==> src/rtl/bit_modified_carry_look_gate_level_if.sv <==
// Operand/result bundle for the registered 32-bit gate-level CLA adder.
interface bit_modified_carry_look_gate_level_if;
   logic [31:0] a;
   logic [31:0] b;
   logic [31:0] sum;
   logic        cout;

   modport master (output a, b, input sum, cout);
   modport slave  (input a, b, output sum, cout);
endinterface

==> src/rtl/bit_modified_carry_look_gate_level.sv <==
// 32-bit modified carry-lookahead adder from primitive gates, registered result.
// Optional input register stage under BMCLA_INPUT_REG_EN (latency 2 instead of 1).

// 4-bit group: internal carries plus group propagate/generate.
module bmcla_grp (
   input  wire [3:0] p,
   input  wire [3:0] g,
   input  wire       ci,
   output wire [3:1] c,
   output wire       gp,
   output wire       gg
);
   wire t10, t20, t21, t30, t31, t32, tg0, tg1, tg2;

   and (t10, p[0], ci);
   or  (c[1], g[0], t10);

   and (t20, p[1], g[0]);
   and (t21, p[1], p[0], ci);
   or  (c[2], g[1], t20, t21);

   and (t30, p[2], g[1]);
   and (t31, p[2], p[1], g[0]);
   and (t32, p[2], p[1], p[0], ci);
   or  (c[3], g[2], t30, t31, t32);

   and (tg0, p[3], g[2]);
   and (tg1, p[3], p[2], g[1]);
   and (tg2, p[3], p[2], p[1], g[0]);
   or  (gg, g[3], tg0, tg1, tg2);
   and (gp, p[3], p[2], p[1], p[0]);
endmodule

// Second-level lookahead over four groups: carries into groups 1..3 and out of group 3.
module bmcla_lcu (
   input  wire [3:0] gp,
   input  wire [3:0] gg,
   input  wire       ci,
   output wire [4:1] c
);
   wire t10, t20, t21, t30, t31, t32, t40, t41, t42, t43;

   and (t10, gp[0], ci);
   or  (c[1], gg[0], t10);

   and (t20, gp[1], gg[0]);
   and (t21, gp[1], gp[0], ci);
   or  (c[2], gg[1], t20, t21);

   and (t30, gp[2], gg[1]);
   and (t31, gp[2], gp[1], gg[0]);
   and (t32, gp[2], gp[1], gp[0], ci);
   or  (c[3], gg[2], t30, t31, t32);

   and (t40, gp[3], gg[2]);
   and (t41, gp[3], gp[2], gg[1]);
   and (t42, gp[3], gp[2], gp[1], gg[0]);
   and (t43, gp[3], gp[2], gp[1], gp[0], ci);
   or  (c[4], gg[3], t40, t41, t42, t43);
endmodule

module bit_modified_carry_look_gate_level (
   input logic clk,
   input logic rst_n,
   bit_modified_carry_look_gate_level_if.slave bus
);
   wire [31:0] ca, cb;
   wire [31:0] p, g, c, s;
   wire [7:0]  gp, gg, grp_c;
   wire [4:1]  c_u0, c_u1;
   wire        cin0;

`ifdef BMCLA_INPUT_REG_EN
   logic [31:0] a_q, b_q;

   always_ff @(posedge clk) begin
      if (!rst_n) begin
         a_q <= '0;
         b_q <= '0;
      end else begin
         a_q <= bus.a;
         b_q <= bus.b;
      end
   end

   assign ca = a_q;
   assign cb = b_q;
`else
   assign ca = bus.a;
   assign cb = bus.b;
`endif

   assign cin0 = 1'b0;

   genvar i, k;
   generate
      for (i = 0; i < 32; i++) begin : g_bit
         xor (p[i], ca[i], cb[i]);
         and (g[i], ca[i], cb[i]);
         xor (s[i], p[i], c[i]);
      end

      // Group carry-in comes from the second level; the group fills in bits 1..3.
      for (k = 0; k < 8; k++) begin : g_grp
         assign c[4*k] = grp_c[k];
         bmcla_grp u_grp (
            .p  (p[4*k+3:4*k]),
            .g  (g[4*k+3:4*k]),
            .ci (grp_c[k]),
            .c  (c[4*k+3:4*k+1]),
            .gp (gp[k]),
            .gg (gg[k])
         );
      end
   endgenerate

   bmcla_lcu u_lcu0 (.gp(gp[3:0]), .gg(gg[3:0]), .ci(cin0),    .c(c_u0));
   bmcla_lcu u_lcu1 (.gp(gp[7:4]), .gg(gg[7:4]), .ci(c_u0[4]), .c(c_u1));

   assign grp_c = {c_u1[3:1], c_u0[4:1], cin0};

   logic [31:0] sum_q;
   logic        cout_q;

   always_ff @(posedge clk) begin
      if (!rst_n) begin
         sum_q  <= '0;
         cout_q <= 1'b0;
      end else begin
         sum_q  <= s;
         cout_q <= c_u1[4];
      end
   end

   assign bus.sum  = sum_q;
   assign bus.cout = cout_q;
endmodule

==> src/flat_wrapper.sv <==
// flat-port wrapper written by rule: the top's interface ports become plain ports
module bit_modified_carry_look_gate_level_flat 
  (clk, rst_n, bus_a, bus_b, bus_sum, bus_cout);
  bit_modified_carry_look_gate_level_if bus_i ();
  input logic clk;
  input logic rst_n;
  input wire logic [$bits(bus_i.a)-1:0] bus_a;
  input wire logic [$bits(bus_i.b)-1:0] bus_b;
  output wire logic [$bits(bus_i.sum)-1:0] bus_sum;
  output wire logic [$bits(bus_i.cout)-1:0] bus_cout;
  assign bus_i.a = bus_a;
  assign bus_i.b = bus_b;
  assign bus_sum = bus_i.sum;
  assign bus_cout = bus_i.cout;
  bit_modified_carry_look_gate_level u_core (.clk(clk), .rst_n(rst_n), .bus(bus_i));
endmodule
==> config.mk <==
export PLATFORM = sky130hd
export DESIGN_NAME = bit_modified_carry_look_gate_level_flat
export DESIGN_NICKNAME = d
export VERILOG_FILES = /design/src/rtl/bit_modified_carry_look_gate_level_if.sv /design/src/rtl/bit_modified_carry_look_gate_level.sv /design/src/flat_wrapper.sv
export SDC_FILE = /design/constraint.sdc
export NUM_CORES = 1
export LEC_CHECK = 0
export ABC_AREA = 1
export CAP_MARGIN = 20
export CORE_MARGIN = 2
export CORE_UTILIZATION = 45
export DETAILED_ROUTE_END_ITERATION = 6
export MAX_ROUTING_LAYER = met4
export PLACE_DENSITY = 0.94
export RECOVER_POWER = 25
export SETUP_SLACK_MARGIN = 0.2
export SLEW_MARGIN = 20
export SYNTH_ARGS = -nofsm -noshare
export SYNTH_HDL_FRONTEND = slang
export SYNTH_HIERARCHICAL = 1
export SYNTH_SLANG_ARGS = --single-unit
==> constraint.sdc <==
create_clock -name clk -period 5.4 [get_ports clk]
set_input_delay 1.35 -clock clk [delete_from_list [all_inputs] [get_ports clk]]
set_output_delay 1.35 -clock clk [all_outputs]
set_load 0.05 [all_outputs]
## Word-level counts from Yosys, hierarchy flattened

Cells that the tools add are included.

- Flip-flop bits (word level): 33
- Word-level logic and storage cells: 225
- Output and inout bits: 33

- Bitwise gates (word level): 141
- Reductions and logical operators: 82

Operators by type and width:

| kind | count |
|---|---|
| $reduce_and 4->1 | 22 |
| $and 1x1->1 | 70 |
| $reduce_and 3->1 | 23 |
| $xor 1x1->1 | 63 |
| $reduce_or 4->1 | 13 |
| $reduce_and 9->1 | 5 |
| $reduce_and 13->1 | 3 |
| $reduce_or 3->1 | 8 |
| $reduce_and 17->1 | 1 |
| $reduce_or 7->1 | 2 |
| $reduce_or 6->1 | 2 |
| $or 1x1->1 | 8 |
| $reduce_or 8->1 | 1 |
| $reduce_or 5->1 | 1 |
| $reduce_or 2->1 | 1 |

## Logic depth before layout (Yosys ltp)

- Word-level depth: 10
- Depth in mapped cells: 20
- Gate-level depth less buffers: 20

## Modules after synthesis

The synthesis kept the hierarchy.

Modules (own cells, without submodules):

| module | area each (sq um) | times used | cells an instance |
|---|---|---|---|
| bit_modified_carry_look_gate_level | 1,619.1 | 1 | 198 |
| bmcla_grp | 85.1 | 8 | 20 |
| bmcla_lcu | 80.1 | 2 | 18 |

## Worst setup path before layout

Ideal clock, no wire load.

- Kind: input-to-reg
- Start: input port bus_a[5]
- End: register u_core.sum_q[23], in the netlist u_core/bus.sum[23]
- Arrival: 2,945 ps
- Setup slack: 2,342 ps
- Stages on the path: 18
- Data required time: 5,287 ps
- Path buffers: 0
- Path through: ha_1 nand2_2 nand2_1 nand2_1 nand2_1 nor2_1 nand2_1 nand3_1 nand2_1 nand2_1 inv_1 or2_1 nand2_1 nand2_2 nand2_1 nand2_1 nor2_1 nor2_1

- Cells in the longest elaborated chain, start to end: 10
- Elaborated cells between the ends (all ways): 13
- Those cells by class: bitwise: 5; reduce/logical: 8

RTL lines:

| element | RTL line | source |
|---|---|---|
| start, declared | flat_wrapper.sv:7 | `input wire logic [$bits(bus_i.a)-1:0] bus_a;` |
| $xor 1x1->1 / $and 1x1->1 (equally long branches) | bit_modified_carry_look_gate_level.sv:98, bit_modified_carry_look_gate_level.sv:99 |  |
| $reduce_and 4->1 / $reduce_and 3->1 (equally long branches) | bit_modified_carry_look_gate_level.sv:29, bit_modified_carry_look_gate_level.sv:28 |  |
| $reduce_or 4->1 * | bit_modified_carry_look_gate_level.sv:30 | `or (gg, g[3], tg0, tg1, tg2);` |
| net u_core.gg[1] | bit_modified_carry_look_gate_level.sv:69 | `wire [7:0] gp, gg, grp_c;` |
| $reduce_and 9->1 * | bit_modified_carry_look_gate_level.sv:56 | `and (t41, gp[3], gp[2], gg[1]);` |
| $reduce_or 7->1 * | bit_modified_carry_look_gate_level.sv:59 | `or (c[4], gg[3], t40, t41, t42, t43);` |
| net u_core.c[16] | bit_modified_carry_look_gate_level.sv:68 | `wire [31:0] p, g, c, s;` |
| $and 1x1->1 * | bit_modified_carry_look_gate_level.sv:43 | `and (t10, gp[0], ci);` |
| $or 1x1->1 * | bit_modified_carry_look_gate_level.sv:44 | `or (c[1], gg[0], t10);` |
| net u_core.c[20] | bit_modified_carry_look_gate_level.sv:68 |  |
| $reduce_and 4->1 * | bit_modified_carry_look_gate_level.sv:24 | `and (t32, p[2], p[1], p[0], ci);` |
| $reduce_or 4->1 * | bit_modified_carry_look_gate_level.sv:25 | `or (c[3], g[2], t30, t31, t32);` |
| net u_core.c[23] | bit_modified_carry_look_gate_level.sv:68 |  |
| $xor 1x1->1 * | bit_modified_carry_look_gate_level.sv:100 | `xor (s[i], p[i], c[i]);` |
| end signal, assigned | bit_modified_carry_look_gate_level.sv:130 | `sum_q <= s;` |
| end, declared | bit_modified_carry_look_gate_level.sv:122 | `logic [31:0] sum_q;` |

The timed path passes the listed nets; every way through them passes the cells marked *.
A chain may end at the register's enable or synchronous reset.

## Worst setup path in the final report

- Start: input port bus_b[5]
- End: register u_core.sum_q[31], in the netlist u_core/bus.sum[31]

- Cells in the longest elaborated chain, start to end: 10
- Elaborated cells between the ends (all ways): 13
- Those cells by class: bitwise: 3; reduce/logical: 10

RTL lines:

| element | RTL line | source |
|---|---|---|
| start, declared | flat_wrapper.sv:8 | `input wire logic [$bits(bus_i.b)-1:0] bus_b;` |
| $xor 1x1->1 | bit_modified_carry_look_gate_level.sv:98 | `xor (p[i], ca[i], cb[i]);` |
| net u_core.p[5] | bit_modified_carry_look_gate_level.sv:68 |  |
| $reduce_and 4->1 | bit_modified_carry_look_gate_level.sv:29 | `and (tg2, p[3], p[2], p[1], g[0]);` |
| $reduce_or 4->1 | bit_modified_carry_look_gate_level.sv:30 |  |
| net u_core.gg[1] | bit_modified_carry_look_gate_level.sv:69 |  |
| $reduce_and 9->1 | bit_modified_carry_look_gate_level.sv:56 |  |
| $reduce_or 7->1 | bit_modified_carry_look_gate_level.sv:59 |  |
| net u_core.c[16] | bit_modified_carry_look_gate_level.sv:68 |  |
| $reduce_and 13->1 | bit_modified_carry_look_gate_level.sv:52 | `and (t32, gp[2], gp[1], gp[0], ci);` |
| $reduce_or 7->1 | bit_modified_carry_look_gate_level.sv:53 | `or (c[3], gg[2], t30, t31, t32);` |
| net u_core.c[28] | bit_modified_carry_look_gate_level.sv:68 |  |
| $reduce_and 4->1 | bit_modified_carry_look_gate_level.sv:24 |  |
| $reduce_or 4->1 | bit_modified_carry_look_gate_level.sv:25 |  |
| net u_core.c[31] | bit_modified_carry_look_gate_level.sv:68 |  |
| $xor 1x1->1 | bit_modified_carry_look_gate_level.sv:100 |  |

The timed path passes the listed nets, and every way through them passes these cells.

==> metrics.txt <==
CTS clk-pin slew, worst paths=0.07 ns; Tot Pwr=0.858 mW; DR WL/cell=10.7 um; DRT Pass-1 Iters=4; TritonCTS clock tree=done; gpl congestion=0.840; final setup fails=0; worst-case vdd ir drop=0.000139 V; crit start category=input port; Net count, final=596; Routed Antenna Nets=0; Vias/cell=4.78; core area=5200 um2; layout cell share with drive strength beyond 1=0.0601; die height=77.9 um; MaxCap Viol Count=0; buffers from clock root to sink, at most=2; sequential power share=0.326; total wire length=6090 um; Seq/Total Area, Yosys=0.269; synth-to-layout area growth=45.0%; final core occ=0.685; Rel. slew slack=0.0140; RSZ-0062 raised after global routing=false; Hold Crit Class=input port to flip-flop; largest net degree at the start of global routing=34; Setup CP Type=input port to flip-flop; P_leak=1.90 nW; synth warn=6; minimum clock period=3.50 ns; commonest non-fill, non-tap cell in the layout=nand2_1; DP Area=3490 um2; placed insts=561; vias in the first global route=2564; setup repair bufs after CTS=0; FF+latch count, synth=33; Pwr per Cell Area=241 nW/um2; final hold slack=1.84 ns; final worst setup slack=1.90 ns; Ports=99; global route total overflow=0; Hold Vio Cnt, Final=0; hold path cells=4; CP arrival=3.71 ns; Cell variety after synth=15; H-Tree Depth=2; Hold Buf Count CTS=0; Final HPWL DP=4920 um; via count=2717; fmax=286 MHz; final instance area=3570 um2; hold_sp=bus_b[0]; period utilization=0.647; Worst Hold Path EP=u_core/bus.sum[0]; Clk pwr share=0.209; total track usage=0.208; # rows=26; initial antenna violation count=0; Comb pwr share=0.466; Die W=77.9 um; required time of the critical path=5.62 ns; TritonCTS Sinks=33; final slew viol count=0; pre-CTS WS=1.68 ns; switching power=0.341 mW; Resized Gates After CTS=0; switch share=0.398; CP Capture Type=flip-flop; TNS Setup=0 ns; Port Buffers=98; Cell Int Power=0.516 mW; crit path max fanout=6; status=finished, final reports clean; Slew @ Worst Pin=1.48 ns; most frequent cells in the layout=nand2_1, clkdlybuf4s50_1, nor2_1; Post-Syn Area=2460 um2; first-pass GRT wire length=10100 um; DIE AREA=6070 um2; CTS root buffer=clkbuf_8; fin cells=569; drt initial violations=119; total CTS buffers=5; Starting Density=0.473; Ant. Diodes=0; Avg Synthesized Cell Area=6.24 um2; cells after synthesis=394; DRC viols=0
[cells by family after synthesis]
| logic type | after synthesis | share of synthesized area |
|---|---|---|
| adder cells (fa/ha/maj) | 32 | 0.163 |
| flip-flops | 33 | 0.269 |
| buffers and inverters | 46 | 0.0870 |
| AND/OR/NAND/NOR | 260 | 0.433 |
| other | 1 | 0.00152 |
| AO/OA/AOI/OAI | 22 | 0.0468 |
[power by group through the flow]
stage               Combinational, mW  Sequential [mW]  Clock, mW
global placement                0.389            0.285          0
detailed placement              0.401            0.285          0
CTS                             0.403            0.280      0.187
floorplan                       0.166            0.387          0
finish                          0.399            0.279      0.179
global route                    0.436            0.281      0.197
[cell usage after synthesis]
library cell | instances | area (um2)
and2_1 | 2 | 12.5
dfxtp_1 | 33 | 661
buf_8 | 3 | 45.0
nand3_1 | 18 | 90.1
buf_6 | 1 | 11.3
ha_1 | 32 | 400
nor2_1 | 65 | 244
inv_1 | 42 | 158
a21oi_1 | 20 | 100
o21bai_1 | 2 | 15.0
nand2_1 | 150 | 563
nor2_2 | 7 | 43.8
conb_1 | 1 | 3.75
or2_1 | 2 | 12.5
nand2_2 | 16 | 100
[area by class of cell]
class | instances | area [um2]
clock buffers | 6 | 72.6
clock inverters | 2 | 10.0
fillers | 442 | 1640
inverters | 42 | 158
multi-input cells | 317 | 1590
flip-flops and latches | 33 | 661
well taps | 70 | 87.6
repair buffers | 99 | 985
[how the worst max path moves through the flow]
stage / end / from / cells past startpoint / slack, ns
after detailed placement: u_core/bus.sum[23] / bus_b[5] / 20 / 1.68
after global placement: u_core/bus.sum[31] / bus_a[1] / 21 / 1.75
after floorplan: u_core/bus.sum[23] / bus_a[5] / 18 / 2.34
after CTS: u_core/bus.sum[31] / bus_b[5] / 21 / 1.98
final: u_core/bus.sum[31] / bus_b[5] / 21 / 1.90
after global routing: u_core/bus.sum[31] / bus_b[5] / 21 / 1.69
[critical path, cell delays in order]
cell             delay (ns)
clkdlybuf4s50_1        0.43
ha_1                   0.37
nand2_2                0.10
nand2_1                0.05
nand2_1                0.05
nand2_1                0.08
nor2_1                 0.11
nand2_1                0.07
nand3_1                0.06
nand2_1                0.12
nand2_1                0.11
inv_1                  0.05
o21bai_1               0.14
nand2_1                0.12
nand2_1                0.10
nand2_2                0.06
nand2_1                0.05
nand2_1                0.06
nand2_1                0.06
nand2_1                0.05
nor2_1                 0.13
[layer usage]
layer  vias up  track usage  share of wire
met5         -            -              0
met4         0       0.0789          0.019
met3        14       0.0384          0.049
met2        83        0.401           0.53
met1      1199        0.205           0.40
li1       1421            -              -
[registers in the layout, summed over array words and instances, names as in the netlist]
name and cells:
u_core/bus.sum 32, u_core/bus.cout 1
(Power assumes the default switching activity.)
